$ cat config.mk
export PLATFORM = sky130hd
export DESIGN_NAME = mc_alu
export DESIGN_NICKNAME = d
export VERILOG_FILES = /design/src/rtl/mc_alu_pkg.sv /design/src/rtl/mc_alu_mul.sv /design/src/rtl/mc_alu.sv
export SDC_FILE = /design/constraint.sdc
export NUM_CORES = 1
export LEC_CHECK = 0
export BUFFER_PORTS_ARGS = -buffer_cell sky130_fd_sc_hd__buf_4
export CAP_MARGIN = 20
export CORE_MARGIN = 2
export CORE_UTILIZATION = 58
export CTS_BUF_LIST = sky130_fd_sc_hd__clkbuf_4 sky130_fd_sc_hd__clkbuf_8
export CTS_CLUSTER_SIZE = 40
export DETAILED_ROUTE_END_ITERATION = 8
export PLACE_DENSITY = 0.95
export SYNTH_ARGS = -nofsm -noshare
export SYNTH_HDL_FRONTEND = slang
export SYNTH_SLANG_ARGS = --single-unit
$ cat constraint.sdc
create_clock -name clk -period 4.7 [get_ports clk]
set_input_delay 0.47 -clock clk [delete_from_list [all_inputs] [get_ports clk]]
set_output_delay 0.47 -clock clk [all_outputs]
set_load 0.005 [all_outputs]
$ cat src/rtl/mc_alu_pkg.sv
// Shared types for the multi-cycle ALU: opcode encoding and FSM states.
// Latency: n/a (types and constants only).
// Backpressure: n/a.
package mc_alu_pkg;

  localparam int OP_W = 3;

  typedef enum logic [OP_W-1:0] {
    OP_ADD = 3'b000,
    OP_SUB = 3'b001,
    OP_AND = 3'b010,
    OP_ORR = 3'b011,
    OP_EOR = 3'b100,
    OP_CLR = 3'b101,
    OP_MUL = 3'b110,
    OP_CMP = 3'b111
  } op_e;

  typedef enum logic [1:0] {
    ST_IDLE = 2'd0,
    ST_MUL  = 2'd1,
    ST_DONE = 2'd2
  } state_e;

endpackage

$ cat src/rtl/mc_alu_mul.sv
// Unsigned W x W shift-add multiplier, one partial product per cycle.
// Latency: valid on the W-th cycle after load; prod is the final sum while valid is high.
// Backpressure: none; load restarts the operation, caller must hold off until done.
module mc_alu_mul #(
  parameter int W = 8
) (
  input  logic           clk,
  input  logic           reset,
  input  logic           load,
  input  logic [W-1:0]   a,
  input  logic [W-1:0]   b,
  output logic           busy,
  output logic [2*W-1:0] prod,
  output logic           valid
);

  localparam int CW = $clog2(W + 1);

  logic [2*W-1:0] acc;
  logic [2*W-1:0] mcand;
  logic [2*W-1:0] acc_nxt;
  logic [W-1:0]   mplier;
  logic [CW-1:0]  cnt;

  // Next accumulator value: add the shifted multiplicand when the current multiplier bit is set.
  always_comb begin
    acc_nxt = acc;
    if (mplier[0]) acc_nxt = acc + mcand;
  end

  // Iteration state: load primes the operands, then one shift-add step per cycle until cnt drains.
  always_ff @(posedge clk) begin
    if (reset) begin
      acc    <= '0;
      mcand  <= '0;
      mplier <= '0;
      cnt    <= '0;
    end else if (load) begin
      acc    <= '0;
      mcand  <= {{W{1'b0}}, a};
      mplier <= b;
      cnt    <= CW'(W);
    end else if (cnt != '0) begin
      acc    <= acc_nxt;
      mcand  <= mcand << 1;
      mplier <= mplier >> 1;
      cnt    <= cnt - CW'(1);
    end
  end

  // The last step's sum is exposed combinationally so the consumer can register it on the same edge.
  assign busy  = (cnt != '0);
  assign valid = (cnt == CW'(1));
  assign prod  = acc_nxt;

endmodule

$ cat src/rtl/mc_alu.sv
// Multi-cycle ALU with NZCV flags; MUL uses a shift-add unit when MC_ALU_MUL_EN is defined.
// Latency: 1 cycle for all ops (and for MUL without MC_ALU_MUL_EN); W+1 cycles for MUL with it.
// Backpressure: start is only sampled in IDLE; requests while busy/done are dropped.
module mc_alu
  import mc_alu_pkg::*;
#(
  parameter int W = 8
) (
  input  logic         clk,
  input  logic         reset,
  input  logic         start,
  input  logic [2:0]   op,
  input  logic         set_flags,
  input  logic [W-1:0] input1,
  input  logic [W-1:0] input2,
  output logic         busy,
  output logic         done,
  output logic [W-1:0] out,
  output logic [W-1:0] out_hi,
  output logic         Negative,
  output logic         Zero,
  output logic         CarryOut,
  output logic         overflow
);

  state_e       state;
  state_e       state_nxt;
  op_e          op_c;
  logic         idle_go;
  logic         defer;
  logic         mul_valid;
  logic [W:0]   sum;
  logic [W-1:0] b_neg;
  logic [W-1:0] res;
  logic         c_res;
  logic         v_res;

  assign op_c    = op_e'(op);
  assign idle_go = (state == ST_IDLE) && start;

`ifdef MC_ALU_MUL_EN
  logic           mul_busy;
  logic [2*W-1:0] mul_prod;
  logic           sf_q;

  mc_alu_mul #(.W(W)) u_mul (
    .clk   (clk),
    .reset (reset),
    .load  (idle_go && defer),
    .a     (input1),
    .b     (input2),
    .busy  (mul_busy),
    .prod  (mul_prod),
    .valid (mul_valid)
  );

  assign defer = (op_c == OP_MUL);
  assign busy  = mul_busy;
`else
  // Without the multiplier MUL completes in one cycle through the CLR path.
  assign defer     = 1'b0;
  assign mul_valid = 1'b0;
  assign busy      = 1'b0;
`endif

  assign done = (state == ST_DONE);

  // Single-cycle result and flags; subtraction overflow uses the MSB of the two's-complement negation.
  always_comb begin
    sum   = '0;
    res   = '0;
    c_res = 1'b0;
    v_res = 1'b0;
    b_neg = ~input2 + {{(W-1){1'b0}}, 1'b1};
    case (op_c)
      OP_ADD: begin
        sum   = {1'b0, input1} + {1'b0, input2};
        res   = sum[W-1:0];
        c_res = sum[W];
        v_res = (input1[W-1] == input2[W-1]) && (res[W-1] != input1[W-1]);
      end
      OP_SUB, OP_CMP: begin
        sum   = {1'b0, input1} + {1'b0, ~input2} + {{W{1'b0}}, 1'b1};
        res   = sum[W-1:0];
        c_res = sum[W];
        v_res = (input1[W-1] == b_neg[W-1]) && (res[W-1] != input1[W-1]);
      end
      OP_AND:  res = input1 & input2;
      OP_ORR:  res = input1 | input2;
      OP_EOR:  res = input1 ^ input2;
      default: res = '0;
    endcase
  end

  // Next-state: IDLE dispatches, MUL waits for the multiplier's last step, DONE lasts one cycle.
  always_comb begin
    state_nxt = state;
    case (state)
      ST_IDLE: if (start) state_nxt = defer ? ST_MUL : ST_DONE;
      ST_MUL:  if (mul_valid) state_nxt = ST_DONE;
      ST_DONE: state_nxt = ST_IDLE;
      default: state_nxt = ST_IDLE;
    endcase
  end

  // State, result and flag registers; results land on the edge that enters DONE.
  always_ff @(posedge clk) begin
    if (reset) begin
      state    <= ST_IDLE;
      out      <= '0;
      out_hi   <= '0;
      Negative <= 1'b0;
      Zero     <= 1'b0;
      CarryOut <= 1'b0;
      overflow <= 1'b0;
`ifdef MC_ALU_MUL_EN
      sf_q     <= 1'b0;
`endif
    end else begin
      state <= state_nxt;
      if (idle_go && !defer) begin
        // CMP only touches flags; the previous result stays visible.
        if (op_c != OP_CMP) begin
          out    <= res;
          out_hi <= '0;
        end
        if (set_flags || (op_c == OP_CMP)) begin
          Negative <= res[W-1];
          Zero     <= (res == '0);
          CarryOut <= c_res;
          overflow <= v_res;
        end
      end
`ifdef MC_ALU_MUL_EN
      if (idle_go && defer) sf_q <= set_flags;
      if ((state == ST_MUL) && mul_valid) begin
        out    <= mul_prod[W-1:0];
        out_hi <= mul_prod[2*W-1:W];
        if (sf_q) begin
          Negative <= mul_prod[W-1];
          Zero     <= (mul_prod[W-1:0] == '0);
          CarryOut <= (mul_prod[2*W-1:W] != '0);
          overflow <= 1'b0;
        end
      end
`endif
    end
  end

endmodule

; Yosys cells after proc, flatten, opt, wreduce, memory -nomap -nowiden
; Cells that the tools add are included.
[classes]
n_eq_ne = 13
bitwise = 5
n_addsub = 4
mux = 5
n_reduce_logical = 11
[op_table]
columns = cell, n
row1 = case mux 8 bit (5 select lines), 1
row2 = adder 8 x 8 -> 9 bit, 2
row3 = "adder 9 x 1 -> 9 bit, second input constant", 1
row4 = "adder 8 x 1 -> 8 bit, second input constant", 1
row5 = AND 8 bit, 1
row6 = zero test 8 bit, 1
row7 = inverter 8 bit, 1
row8 = OR 8 bit, 1
row9 = bitwise XOR 8 bit, 1
row10 = "== test 3 x 2 -> 1 bit, second input constant", 2
row11 = "== test 3 bit, second input constant", 2
row12 = AND reduction 2 bit, 3
row13 = case mux 1 bit (2 select lines), 2
row14 = case mux 2 bit (2 select lines), 1
row15 = "== test 3 x 1 -> 1 bit, second input constant", 1
row16 = logical AND 1 bit, 3
row17 = zero test 3 bit, 1
row18 = "inequality test 3 bit, second input constant", 1
row19 = == test 1 bit, 2
row20 = "== test 2 x 1 -> 1 bit, second input constant", 1
row21 = "== test 2 bit, second input constant", 1
row22 = zero test 2 bit, 1
row23 = 2-to-1 mux 2 bit, 1
row24 = inequality test 1 bit, 2
row25 = other kinds (4), 4
[word_totals]
wordCells = 44
register_bits = 14
inputBits = 23

; Longest topological paths before layout
[logic_depth]
word_depth = 6
ltp_mapped = 10

; Worst setup path before layout
; Ideal clock, no wire load.
[synth_path]
kind = in2reg
from = input input1[1]
to = register overflow
t_arrival_ns = 2.459
stages = 9
setup_slack_ns = 2.162
setup_time_ns = 0.079
t_required_ns = 4.621
n_path_buf = 0
path_cell_list = inv_1 ha_1 o21ba_1 or4_4 a2111o_1 o211ai_2 nand3_1 a21o_1 a211oi_2
[synth_between]
elab_chain_cells = 5
word_cells_on_any_way = 8
cone_classes = 3 x add/sub / 2 x eq/ne / 1 x mux / 2 x reduce/logical
[synth_lines]
columns = element, line
row1 = "start, declared", mc_alu.sv:14  ; input logic [W-1:0] input1,
row2 = adder 8 x 8 -> 9 bit, mc_alu.sv:83  ; sum = {1'b0, input1} + {1'b0, ~input2} + {{W{1'b0}}, 1'b1};
row3 = adder 9 x 1 -> 9 bit, mc_alu.sv:83
row4 = inequality test 1 bit, mc_alu.sv:86  ; v_res = (input1[W-1] == b_neg[W-1]) && (res[W-1] != input1[W-1]);
row5 = logical AND 1 bit, mc_alu.sv:86
row6 = case mux 1 bit (2 select lines) *, mc_alu.sv:75  ; case (op_c)
row7 = "end signal, assigned", mc_alu.sv:131  ; overflow <= v_res;
row8 = "end, declared", mc_alu.sv:23  ; output logic overflow
; Mark *: on every way between the ends. The rest lies on a longest branch, timed or not.
; A chain may end at the register's enable or synchronous reset.

; Worst setup path in the final report
[layout_path]
from = input input1[1]
to = register Zero
[layout_between]
elab_chain_cells = 4
word_cells_on_any_way = 8
cone_classes = 3 x add/sub / 1 x mux / 3 x bitwise / 1 x reduce/logical
[layout_lines]
columns = element, line
row1 = adder 8 x 8 -> 9 bit, mc_alu.sv:83
row2 = adder 9 x 1 -> 9 bit, mc_alu.sv:83
row3 = case mux 8 bit (5 select lines) *, mc_alu.sv:75
row4 = zero test 8 bit *, mc_alu.sv:129  ; Zero <= (res == '0);
row5 = "end signal, assigned", mc_alu.sv:129
row6 = "end, declared", mc_alu.sv:21  ; output logic Zero,
; Marked as above.

==> metrics.md <==
| Metric | Value |
|---|---|
| Gr ovfl total | 0 |
| Rel. slew slack | 0.605 |
| Nets@finish | 316 |
| Syn Area/Cell | 7.58 um2 |
| Port buffer count | 35 |
| Number of global-route vias before repair | 1608 |
| Root Buffer | clkbuf_4 |
| Count of different cell masters after synthesis | 58 |
| Dpl cells | 294 |
| Setup WS post-layout | 2130 ps |
| RR Endpoint | out[1] |
| Global-route wire length before repair | 6970 um |
| Number of enable flip-flop cells after synthesis | 0 |
| Worst EP required | 4930 ps |
| Max Freq | 0.390 GHz |
| Final Cycle Share | 0.546 |
| Arrival time worst endpoint | 2790 ps |
| R2R depth | 5 |
| Largest net degree at the start of global routing | 25 |
| Postcts setup bufs | 0 |
| Status | finished, final reports clean |
| Post-Syn Instances | 239 |
| Worst Hold Launch | reset |
| Hold buffer count at CTS | 0 |
| # rows | 20 |
| CTS tree | yes |
| Gp weighted congestion | 0.970 |
| Most frequent cells in the layout | 36 x buf_4, 27 x nor2_1, 24 x ha_1, 23 x inv_1, 13 x dfxtp_1 |
| Setup Crit Path Kind | input port to register |
| WL per Instance | between 10 and 15 um |
| Initial antenna violation count | 0 |
| DRC violations left | 0 |
| DIE WIDTH | 59.9 um |
| Fraction of final layout cells with drive strength greater than 1 | 0.188 |
| Inserted Diodes | 0 |
| Filler Cells Inserted | 265 |
| Initial DRC count | 90 |
| Fin cells | 299 |
| Max_cap viols | 0 |
| Netlist Area Pre-Place | 1810 um2 |
| Register area share after synthesis | 0.144 |
| R2R Setup Slk | 3280 ps |
| Pre-CTS WS | 1890 ps |
| Area Growth Syn to Fin | 13.5% |
| HPWL Detailed | 3350 um |
| Peak supply drop | around 95 uV |
| Finished Core Util | 0.685 |
| Static Leakage | 0.946 nW |
| Final setup TNS | 0 ps |
| Synth Flop Type | dfxtp_1 |
| Clock buffer depth | 2 |
| Yosys reg bits | 13 |
| Crit. End Element | register |
| Final Max Slew Viols | 0 |
| Most common cell after layout, fill and taps aside | buf_4 |
| # clock sinks | 13 |
| Gr usage total | 0.247 |
| Worst R2R Start | state[1] |
| Drt first pass iters | 5 |
| Die area | 3580 um2 |
| Resized cells post-CTS | 0 |
| Crit start category | input port |
| Post-route ant nets | 0 |
| Initial Utilization | 0.603 |
| Worst-margin pin slew | 588 ps |
| Clk_lat worst skew | 280 ps |
| Core area | ~3000 um2 |
| Critical path peak fanout | 4 |
| Clock Skew | 4.08 ps |
| DR vias | 1779 |
| Power per Cell Area | 190 nW/um2 |
| Cts bufs inserted | 3 |
| Tmin final | 2570 ps |
| Crit path launch | input1[1] |
| RSZ-0062 raised after global routing | no |
| Register area | 260 um2 |
| Die Y | 59.9 um |
| Final hold vios | 0 |
| IO Pins | 45 |
| Multi-input logic area | ~1400 um2 |
| Worst Setup EP | Zero |
| Via density | 5.95 |
| HP Class | input port to register |
| Async S/R FF share, synth | 0 |
| Reg clk slew, reported paths | ~80 ps |
| Post-Route WL | 4210 um |
| Htree depth | 1 |
| Yosys warns | 0 |
| Setup Viol. Count Final | 0 |
==> final cells by class <==
class                      count  area share
clock buffer                   4      0.0146
timing repair buffer          36       0.131
sequential                    13       0.127
inverter                      23      0.0420
tap                           33      0.0201
multi-input combinational    190       0.665
==> cells in the mapped netlist, drive strengths merged, types with 2 or more instances <==
library cell,n,area (um2)
a211o,2,17.5
a211oi,12,100
a21o,2,15.0
a21oi,13,68.8
a221oi,2,17.5
a22oi,3,22.5
a31oi,3,18.8
and2,2,13.8
buf,13,95.1
clkbuf,8,31.3
dfxtp,13,260
fa,2,40.0
ha,24,300
inv,23,86.3
mux2i,4,40.0
nand2,9,33.8
nand2b,6,37.5
nand3,3,15.0
nor2,27,101
nor2b,6,37.5
nor3,5,25.0
nor3b,2,15.0
nor4,3,18.8
o211ai,7,57.6
o21ai,8,40.0
o21ba,2,20.0
o21bai,3,22.5
o22ai,2,12.5
o31ai,2,15.0
or3,4,25.0
xnor2,6,52.6
==> layer usage <==
metal / track usage / vias to the layer above / wire [um]
li1: - / 886 / -
met1: 0.339 / 786 / 1850
met2: 0.416 / 101 / 1960
met3: 0.0108 / 6 / 346
met4: 0.0730 / 0 / 54
met5: 0 / - / 0
==> cells by family (layout without fill, tap and decap cells) <==
kind of cell / after synthesis / in the layout / synth area share
simple gates: 71 / 71 / 0.196
compound gates: 73 / 73 / 0.297
other cells: 1 / 9 / 0.00207
xor+xnor: 7 / 7 / 0.0339
buf+inv: 44 / 63 / 0.117
flops: 13 / 13 / 0.144
fa+ha+maj: 26 / 26 / 0.188
mux: 4 / 4 / 0.0221
==> worst max-delay path, stage by stage <==
cell and delay [ps]:
buf_4 120, inv_1 160, ha_1 300, o21ba_1 230
or4_4 450, and2_2 230, a211oi_2 210, nand2_1 70
nor4_1 350, a31o_2 200
==> sequential cells by signal (all words and copies together), names as in the netlist <==
register / count
Negative: 1
CarryOut: 1
state: 1
out: 8
overflow: 1
Zero: 1
==> per-stage QoR <==
step / hold slack [ps] / cell area (um2) / total power [W]
2_1_floorplan: 485 / 1840 / 0.000264
3_3_place_gp: 479 / 2020 / 0.000310
3_5_place_dp: 492 / 2020 / 0.000315
4_1_cts: 453 / 2050 / 0.000389
5_1_grt: 458 / 2060 / 0.000420
6_report: 464 / 2060 / 0.000391
==> power breakdown <==
part           switching, W  leakage (nW)   total, W  internal, W
combinational      0.000108         0.821   0.000194    0.0000860
sequential       0.00000421         0.107   0.000123     0.000119
clock             0.0000354        0.0184  0.0000741    0.0000387
total              0.000147         0.946   0.000391     0.000243
==> how the worst min path moves through the flow <==
stage               endpoint  cells past startpoint  slack, ps
finish              CarryOut                      2        460
global route        overflow                      2        460
CTS                 CarryOut                      2        450
detailed placement    out[0]                      2        490
global placement      out[1]                      2        480
floorplan             out[1]                      2        480
Note: power is estimated with default switching activity, not from simulation.
